[src/rtl/seq_mult.sv]
`default_nettype none
// +--------------------------------------------------------------------------+
// | Module      : seq_mult                                                   |
// | Description : Sequential radix-2 shift-add multiplier with valid/ready   |
// |               handshakes and per-transaction signed/unsigned mode.       |
// |               Takes WIDTH steps per product, one step per clock.         |
// | Ports       : clk, rst (async, active-high)                              |
// |               in_valid/in_ready  - operand handshake (a, b, signed_mode) |
// |               out_valid/out_ready - product handshake (y, 2*WIDTH bits)  |
// |               busy               - high while in CALC or DONE            |
// | Revision    : 1.0 - initial release                                      |
// +--------------------------------------------------------------------------+
module seq_mult #(
  parameter int WIDTH = 8,
  parameter int CNT_W = $clog2(WIDTH) + 1
) (
  input  logic               clk,
  input  logic               rst,
  input  logic               in_valid,
  output logic               in_ready,
  input  logic [WIDTH-1:0]   a,
  input  logic [WIDTH-1:0]   b,
  input  logic               signed_mode,
  output logic               out_valid,
  input  logic               out_ready,
  output logic [2*WIDTH-1:0] y,
  output logic               busy
);

  localparam logic [1:0]       c_idle = 2'd0;
  localparam logic [1:0]       c_calc = 2'd1;
  localparam logic [1:0]       c_done = 2'd2;
  localparam logic [CNT_W-1:0] c_last = CNT_W'(WIDTH - 1);

  logic [1:0]         r_state;
  logic [1:0]         w_next_state;
  logic [CNT_W-1:0]   r_cnt;
  // Upper half: running partial product. Lower half: remaining multiplier
  // bits, consumed LSB-first as the whole register shifts right.
  logic [2*WIDTH-1:0] r_acc;
  logic [WIDTH-1:0]   r_mcand;
  logic               r_neg;
  logic [2*WIDTH-1:0] r_y;

  logic [WIDTH-1:0]   w_a_mag;
  logic [WIDTH-1:0]   w_b_mag;
  logic [WIDTH-1:0]   w_addend;
  logic [WIDTH:0]     w_sum;
  logic [2*WIDTH-1:0] w_acc_next;
  logic [2*WIDTH-1:0] w_y_next;
  logic               w_last;
  logic               w_accept;

  // Magnitudes: -2^(W-1) negates to itself, which reads correctly as the
  // unsigned value 2^(W-1), so no extra bit is needed.
  assign w_a_mag = (signed_mode && a[WIDTH-1]) ? -a : a;
  assign w_b_mag = (signed_mode && b[WIDTH-1]) ? -b : b;

  assign w_addend   = r_acc[0] ? r_mcand : '0;
  // The carry out of the add becomes the MSB after the right shift.
  assign w_sum      = {1'b0, r_acc[2*WIDTH-1:WIDTH]} + {1'b0, w_addend};
  assign w_acc_next = {w_sum, r_acc[WIDTH-1:1]};
  assign w_y_next   = r_neg ? -w_acc_next : w_acc_next;
  assign w_last     = (r_cnt == c_last);
  assign w_accept   = in_valid && (r_state == c_idle);

  // State register
  always_ff @(posedge clk or posedge rst) begin
    if (rst) begin
      r_state <= c_idle;
    end else begin
      r_state <= w_next_state;
    end
  end

  // Next-state logic
  always_comb begin
    w_next_state = r_state;
    case (r_state)
      c_idle: if (in_valid)  w_next_state = c_calc;
      c_calc: if (w_last)    w_next_state = c_done;
      c_done: if (out_ready) w_next_state = c_idle;
      default:               w_next_state = c_idle;
    endcase
  end

  // Output logic
  always_comb begin
    in_ready  = 1'b0;
    out_valid = 1'b0;
    busy      = 1'b0;
    case (r_state)
      c_idle: in_ready = 1'b1;
      c_calc: busy     = 1'b1;
      c_done: begin
        out_valid = 1'b1;
        busy      = 1'b1;
      end
      default: in_ready = 1'b0;
    endcase
  end

  // Datapath
  always_ff @(posedge clk or posedge rst) begin
    if (rst) begin
      r_cnt   <= '0;
      r_acc   <= '0;
      r_mcand <= '0;
      r_neg   <= 1'b0;
      r_y     <= '0;
    end else begin
      if (w_accept) begin
        r_mcand <= w_a_mag;
        r_acc   <= {{WIDTH{1'b0}}, w_b_mag};
        r_cnt   <= '0;
        r_neg   <= signed_mode & (a[WIDTH-1] ^ b[WIDTH-1]);
      end else if (r_state == c_calc) begin
        r_acc <= w_acc_next;
        r_cnt <= r_cnt + 1'b1;
        if (w_last) begin
          r_y <= w_y_next;
        end
      end
    end
  end

  assign y = r_y;

endmodule
`default_nettype wire
[config.mk]
export PLATFORM = sky130hd
export DESIGN_NAME = seq_mult
export DESIGN_NICKNAME = d
export VERILOG_FILES = /design/src/rtl/seq_mult.sv
export SDC_FILE = /design/constraint.sdc
export NUM_CORES = 1
export LEC_CHECK = 0
export ABC_AREA = 1
export BUFFER_PORTS_ARGS = -buffer_cell sky130_fd_sc_hd__buf_2
export CAP_MARGIN = 5
export CORE_AREA = 3 3 83 85
export CTS_CLUSTER_DIAMETER = 80
export CTS_CLUSTER_SIZE = 24
export DETAILED_ROUTE_END_ITERATION = 7
export DIE_AREA = 0 0 86 88
export PLACE_DENSITY = 0.73
export SLEW_MARGIN = 20
export SYNTH_ARGS = -nofsm -noshare
export SYNTH_HDL_FRONTEND = slang
export SYNTH_SLANG_ARGS = --single-unit
[constraint.sdc]
create_clock -name clk -period 2.1 [get_ports clk]
set_input_delay 0.42 -clock clk [delete_from_list [all_inputs] [get_ports clk]]
set_output_delay 0.42 -clock clk [all_outputs]
set_load 0.02 [all_outputs]
# Word level (Yosys, flattened, before mapping)
# Index checks and enable logic that the tools add are counted.
# W data, S select, Z words.
# word_totals
ff_bits	47
latchBits	0
ram_bits	0
rom_bits	0
in_bits	21
mem_count	0
# op_classes
addsub	5
mul	0
div	0
order_cmp	0
eq_ne	6
n_shift	0
mux	15
n_bitwise	3
reduce_logical	8
# ops
op	count
$mux W16	3
$mux W8	3
$neg A16 Y16	1
$neg A8 Y8	2
$add A8 B8 Y9	1
$mux W4	2
$mux W2	3
$ne A2 B2 Y1 const B	3
$pmux W2 S3	1
$reduce_and A3 Y1	2
$add A4 B1 Y4 const B	1
$eq A4 B3 Y1 const B	1
$logic_and A1 B1 Y1	3
$mux W1	3
$eq A2 B1 Y1 const B	1
$eq A2 B2 Y1 const B	1
$logic_not A2 Y1	1
$reduce_bool A2 Y1	1
$reduce_or A2 Y1	1
$and A1 B1 Y1	1
$not A1 Y1	1
$xor A1 B1 Y1	1

# Longest topological paths before layout
# depth
ltp_word	4
depth_mapped	17
mapped_depth_nobuf	16

# Least setup slack after synthesis
# Ideal clock, no wire load.
# synth_timing
path_kind	flip-flop to flip-flop
startpoint	register r_acc[0]
endpoint	register r_y[14], in the netlist y[14]
arrival_time_ps	2168
required_ps	1983
setup_slack_ps	-186
path_stages_with_launch	16
n_path_buf	1
period_less_slack_ps	2286
cell_sequence	dfrtp_1 > clkbuf_1 > nand2_1 > inv_1 > ha_1 > fa_1 > xnor2_2 > nand2_1 > nor2_4 > nand2_2 > nor2_4 > nand3_1 > nand2_1 > nand2_1 > nand3_1 > nand2_1
# synth_via
elab_chain_len	4
# synth_rtl
item	line	rtl
start, declared	40	logic [2*WIDTH-1:0] r_acc;
start signal, assigned	114	r_acc <= {{WIDTH{1'b0}}, w_b_mag};
start signal, assigned	118	r_acc <= w_acc_next;
$mux W8 *	59	assign w_addend = r_acc[0] ? r_mcand : '0;
$add A8 B8 Y9 *	61	assign w_sum = {1'b0, r_acc[2*WIDTH-1:WIDTH]} + {1'b0, w_addend};
$neg A16 Y16	63	assign w_y_next = r_neg ? -w_acc_next : w_acc_next;
$mux W16 *	63	
end signal, assigned	121	r_y <= w_y_next;
end, declared	43	logic [2*WIDTH-1:0] r_y;
# Every way passes the cells marked *; elsewhere a longest branch is shown, timed or not.
# A chain may end at the register's enable or synchronous reset.

# Final worst setup path
# layout_timing
startpoint	register r_acc[0]
endpoint	register r_y[10], in the netlist y[10]
# The elaborated chain is that of the path after synthesis.

==> impl_metrics.json <==
{
  "cp-start-kind": "flip-flop",
  "r2r_end": "y[10]",
  "fmax_ghz": 0.4760,
  "cts.sinks": 47,
  "status": "finished with violations",
  "r2r-start": "r_acc[0]",
  "io_buffers": 39,
  "drive_gt1_frac": 0.2527,
  "worstPathRequired_ns": 2.31,
  "hold_violations": 0,
  "ys_seq_area_frac": 0.3827,
  "coreArea_sq_um": 6277,
  "n_antenna_cell": 0,
  "synth_fa_ha_area_frac": 0.06759,
  "critPathSlowestCell": "fa_2",
  "yosysWarnings": 0,
  "avgSynthCellArea_sq_um": 7.477,
  "place_hpwl_mm": 4.946,
  "synthXorXnorAreaFrac": 0.04235,
  "r2r_slack_ns": -0.0008,
  "fp.dieW_um": 86,
  "grt_antenna_before_repair": 0,
  "p_per_area_nw_per_um2": 1391,
  "cp_max_fo": 3,
  "async_flop_share": 1.000,
  "rows": 29,
  "p_sw_frac": 0.4600,
  "max-slew-margin-rel": 0.6022,
  "routabilityCongestion": 0.8471,
  "fill_cells": 600,
  "synth-simple-area-share": 0.2818,
  "synth.mux.area_fraction": 0,
  "wl_per_cell_um": 12.80,
  "grt_max_degree": 48,
  "grtUsageTotal": 0.1906,
  "drt_pre_antenna_iters": 4,
  "cts_tree": "done",
  "synth_top_area_share": 0.3827,
  "period_minus_slack_ns": 2.101,
  "drv_slew": 0,
  "syn_nets": 448,
  "min_path_type": "input port to asynchronous set/reset pin",
  "ant_nets": 0,
  "critPathBufInv": 4,
  "finalCritPeriodShare": 1.000,
  "synth_compound_area_frac": 0.1287,
  "pin_count": 40,
  "path_cells": "nand2_1 -> inv_2 -> ha_4 -> fa_2 -> inv_1 -> nand2_2 -> nor2_4 -> buf_4 -> buf_4 -> nor2_1 -> nor2_1 -> o31ai_2",
  "path_class": "flip-flop to flip-flop",
  "synth_top_family_by_area": "simple AND/OR/NAND/NOR gates",
  "grt_pass1_vias": 2567,
  "htreeDepth": 2,
  "final_util": 0.5882,
  "finalWorstSetupSlack_ns": -0.0008200,
  "synth-seq-cells": 47,
  "synth.distinct_cells": 37,
  "fin_worst_skew_ns": 0.01243,
  "p_clk_frac": 0.131,
  "die_h_um": 88,
  "slowest_delay_ns": 0.57,
  "setup_tns_ns": -0.0008200,
  "clk_path_buf_depth": 2,
  "clk_pin_slew_ns": 0.09,
  "intPower_mw": 2.773,
  "p_seq_frac": 0.298,
  "violations": "negative setup slack",
  "crit_family": "adder cells",
  "overflow": 0,
  "initial_core_util": 0.4895,
  "fin_nets": 503,
  "cts_inserted_buffers": 5,
  "clk-insertion-delay-late_ns": 0.31,
  "netlist_instances": 411,
  "seq_area_sq_um": 1176,
  "yosys.area.top_type": "dfrtp_1",
  "worst_slew_pin_slew_ns": 0.5967,
  "wl_mm": 6.964,
  "vias": 2790,
  "cts-root-buf": "clkbuf_8",
  "pwr-share-comb": 0.571,
  "rsz0062_at_grt": "true",
  "p_sw_mw": 2.362,
  "drc": 0,
  "drtIter0Drc": 126,
  "synth_flop_cell": "dfrtp_1",
  "area_growth_pct": 20.15,
  "ir_worst_vdd_mv": 0.7102,
  "crit_arrival_ns": 2.31,
  "multi_input_area_sq_um": 1714,
  "grt_pass1_wl_mm": 11.52,
  "drv_cap": 0,
  "cp.depth": 12,
  "synth_edf_count": 0,
  "finalSetupViolations": 1,
  "power_leakage_nw": 1.943,
  "via_per_inst": 5.129,
  "die_area_sq_um": 7568,
  "synth_area_leaders": "dfrtp_1, nand2_1, inv_1",
  "cp-end-kind": "flip-flop",
  "ff2ff_path_depth": 12,
  "hold_buffers": 0,
  "synth_area_sq_um": 3073
}
[how the worst max path moves through the flow]
| stage | start | endpoint | slack [ns] |
|---|---|---|---|
| floorplan | r_acc[0] | y[14] | -0.05 |
| global placement | r_acc[0] | y[14] | 0.04 |
| detailed placement | r_mcand[0] | y[14] | -0.03 |
| CTS | r_acc[0] | y[14] | 0.006 |
| global route | r_acc[0] | y[10] | -0.12 |
| finish | r_acc[0] | y[10] | -0.0008 |
[per-stage QoR]
step / total power, mW / area (sq um) / hold slack, ns / worst slack, ns / instances
floorplan: 3.417 / 3082 / 0.4342 / -0.04922 / 411
global placement: 3.985 / 3379 / 0.4536 / 0.04042 / 525
detailed placement: 4.040 / 3379 / 0.4576 / -0.03260 / 525
CTS: 4.889 / 3570 / 0.2770 / 0.006184 / 540
global route: 5.584 / 3692 / 0.3117 / -0.1155 / 544
finish: 5.136 / 3692 / 0.2490 / -0.0008200 / 544
[worst reg2reg max path: cells and delay by family (launching register included)]
family | cells | cell delay, ns
DFF | 1 | 0.40
adders and majority gates | 2 | 0.73
AOI/OAI and AO/OA | 1 | 0.18
and+or+nand+nor | 5 | 0.33
buffers and inverters | 4 | 0.37
[cells in the final DEF (no fill, tap or decap), types with 3 or more instances in the layout]
cell	count
nand3_2	5
o21ai_0	15
inv_1	49
o21ai_1	25
dfrtp_1	47
buf_4	18
ha_1	11
nor2_1	22
nand2_4	4
nand2_2	10
xor2_1	12
nand2_1	108
inv_2	15
a21oi_1	11
o221ai_1	7
nor2_4	5
nor3_1	5
ha_4	3
clkbuf_8	5
nand3_1	22
buf_2	39
[power by group through the flow]
| stage | clock, mW | sequential, mW | combinational (mW) |
|---|---|---|---|
| after floorplan | 0 | 1.54 | 1.87 |
| after global placement | 0 | 1.51 | 2.47 |
| after detailed placement | 0 | 1.53 | 2.51 |
| after CTS | 0.681 | 1.51 | 2.70 |
| after global routing | 0.728 | 1.58 | 3.27 |
| final | 0.670 | 1.53 | 2.93 |
[per-layer routing]
metal / global-route usage / wire [um] / up-vias
li1: - / - / 1433
met1: 0.2590 / 3199 / 1285
met2: 0.3097 / 3297 / 65
met3: 0.03763 / 365 / 7
met4: 0.05468 / 101 / 0
met5: 0 / 0 / -
[Yosys cell counts (2+ instances only)]
library cell / instances
nand2_2: 8
xor2_1: 12
buf_2: 4
dfrtp_1: 47
o31ai_1: 2
a21oi_1: 12
nor2_1: 23
inv_2: 12
o41ai_1: 2
o21ai_0: 16
nor4_1: 2
nand2_1: 114
o221ai_1: 7
nand3_2: 2
o21ai_1: 24
ha_1: 15
nand4_1: 2
nor2_4: 5
clkbuf_1: 4
nand3_1: 25
nor3_1: 5
a31oi_1: 2
inv_1: 52
[layout make-up]
cell class	count	area share
Clock buffer	5	0.01864
Clock inverter	3	0.01186
Inverter	64	0.06506
Multi-Input combinational cell	289	0.4642
Sequential cell	47	0.3185
Tap cell	77	0.02609
Timing Repair Buffer	59	0.09556
[flip-flops by register name (all words and copies together) (netlist names)]
name     count
y           16
r_mcand      8
r_acc       16
r_state      2
r_cnt        4
r_neg        1
[timing repair]
action,in CTS,in global routing
pin swaps,7,13
buffers inserted,7,4
gates resized for setup,6,22
setup endpoints to repair,1,7
[cell families after synthesis]
kind of cell / Yosys count
XOR/XNOR: 14
buffers and inverters: 75
adder cells (fa/ha/maj): 16
AND/OR/NAND/NOR: 190
flip-flops: 47
AO/OA/AOI/OAI: 69
(Power assumes the default switching activity.)
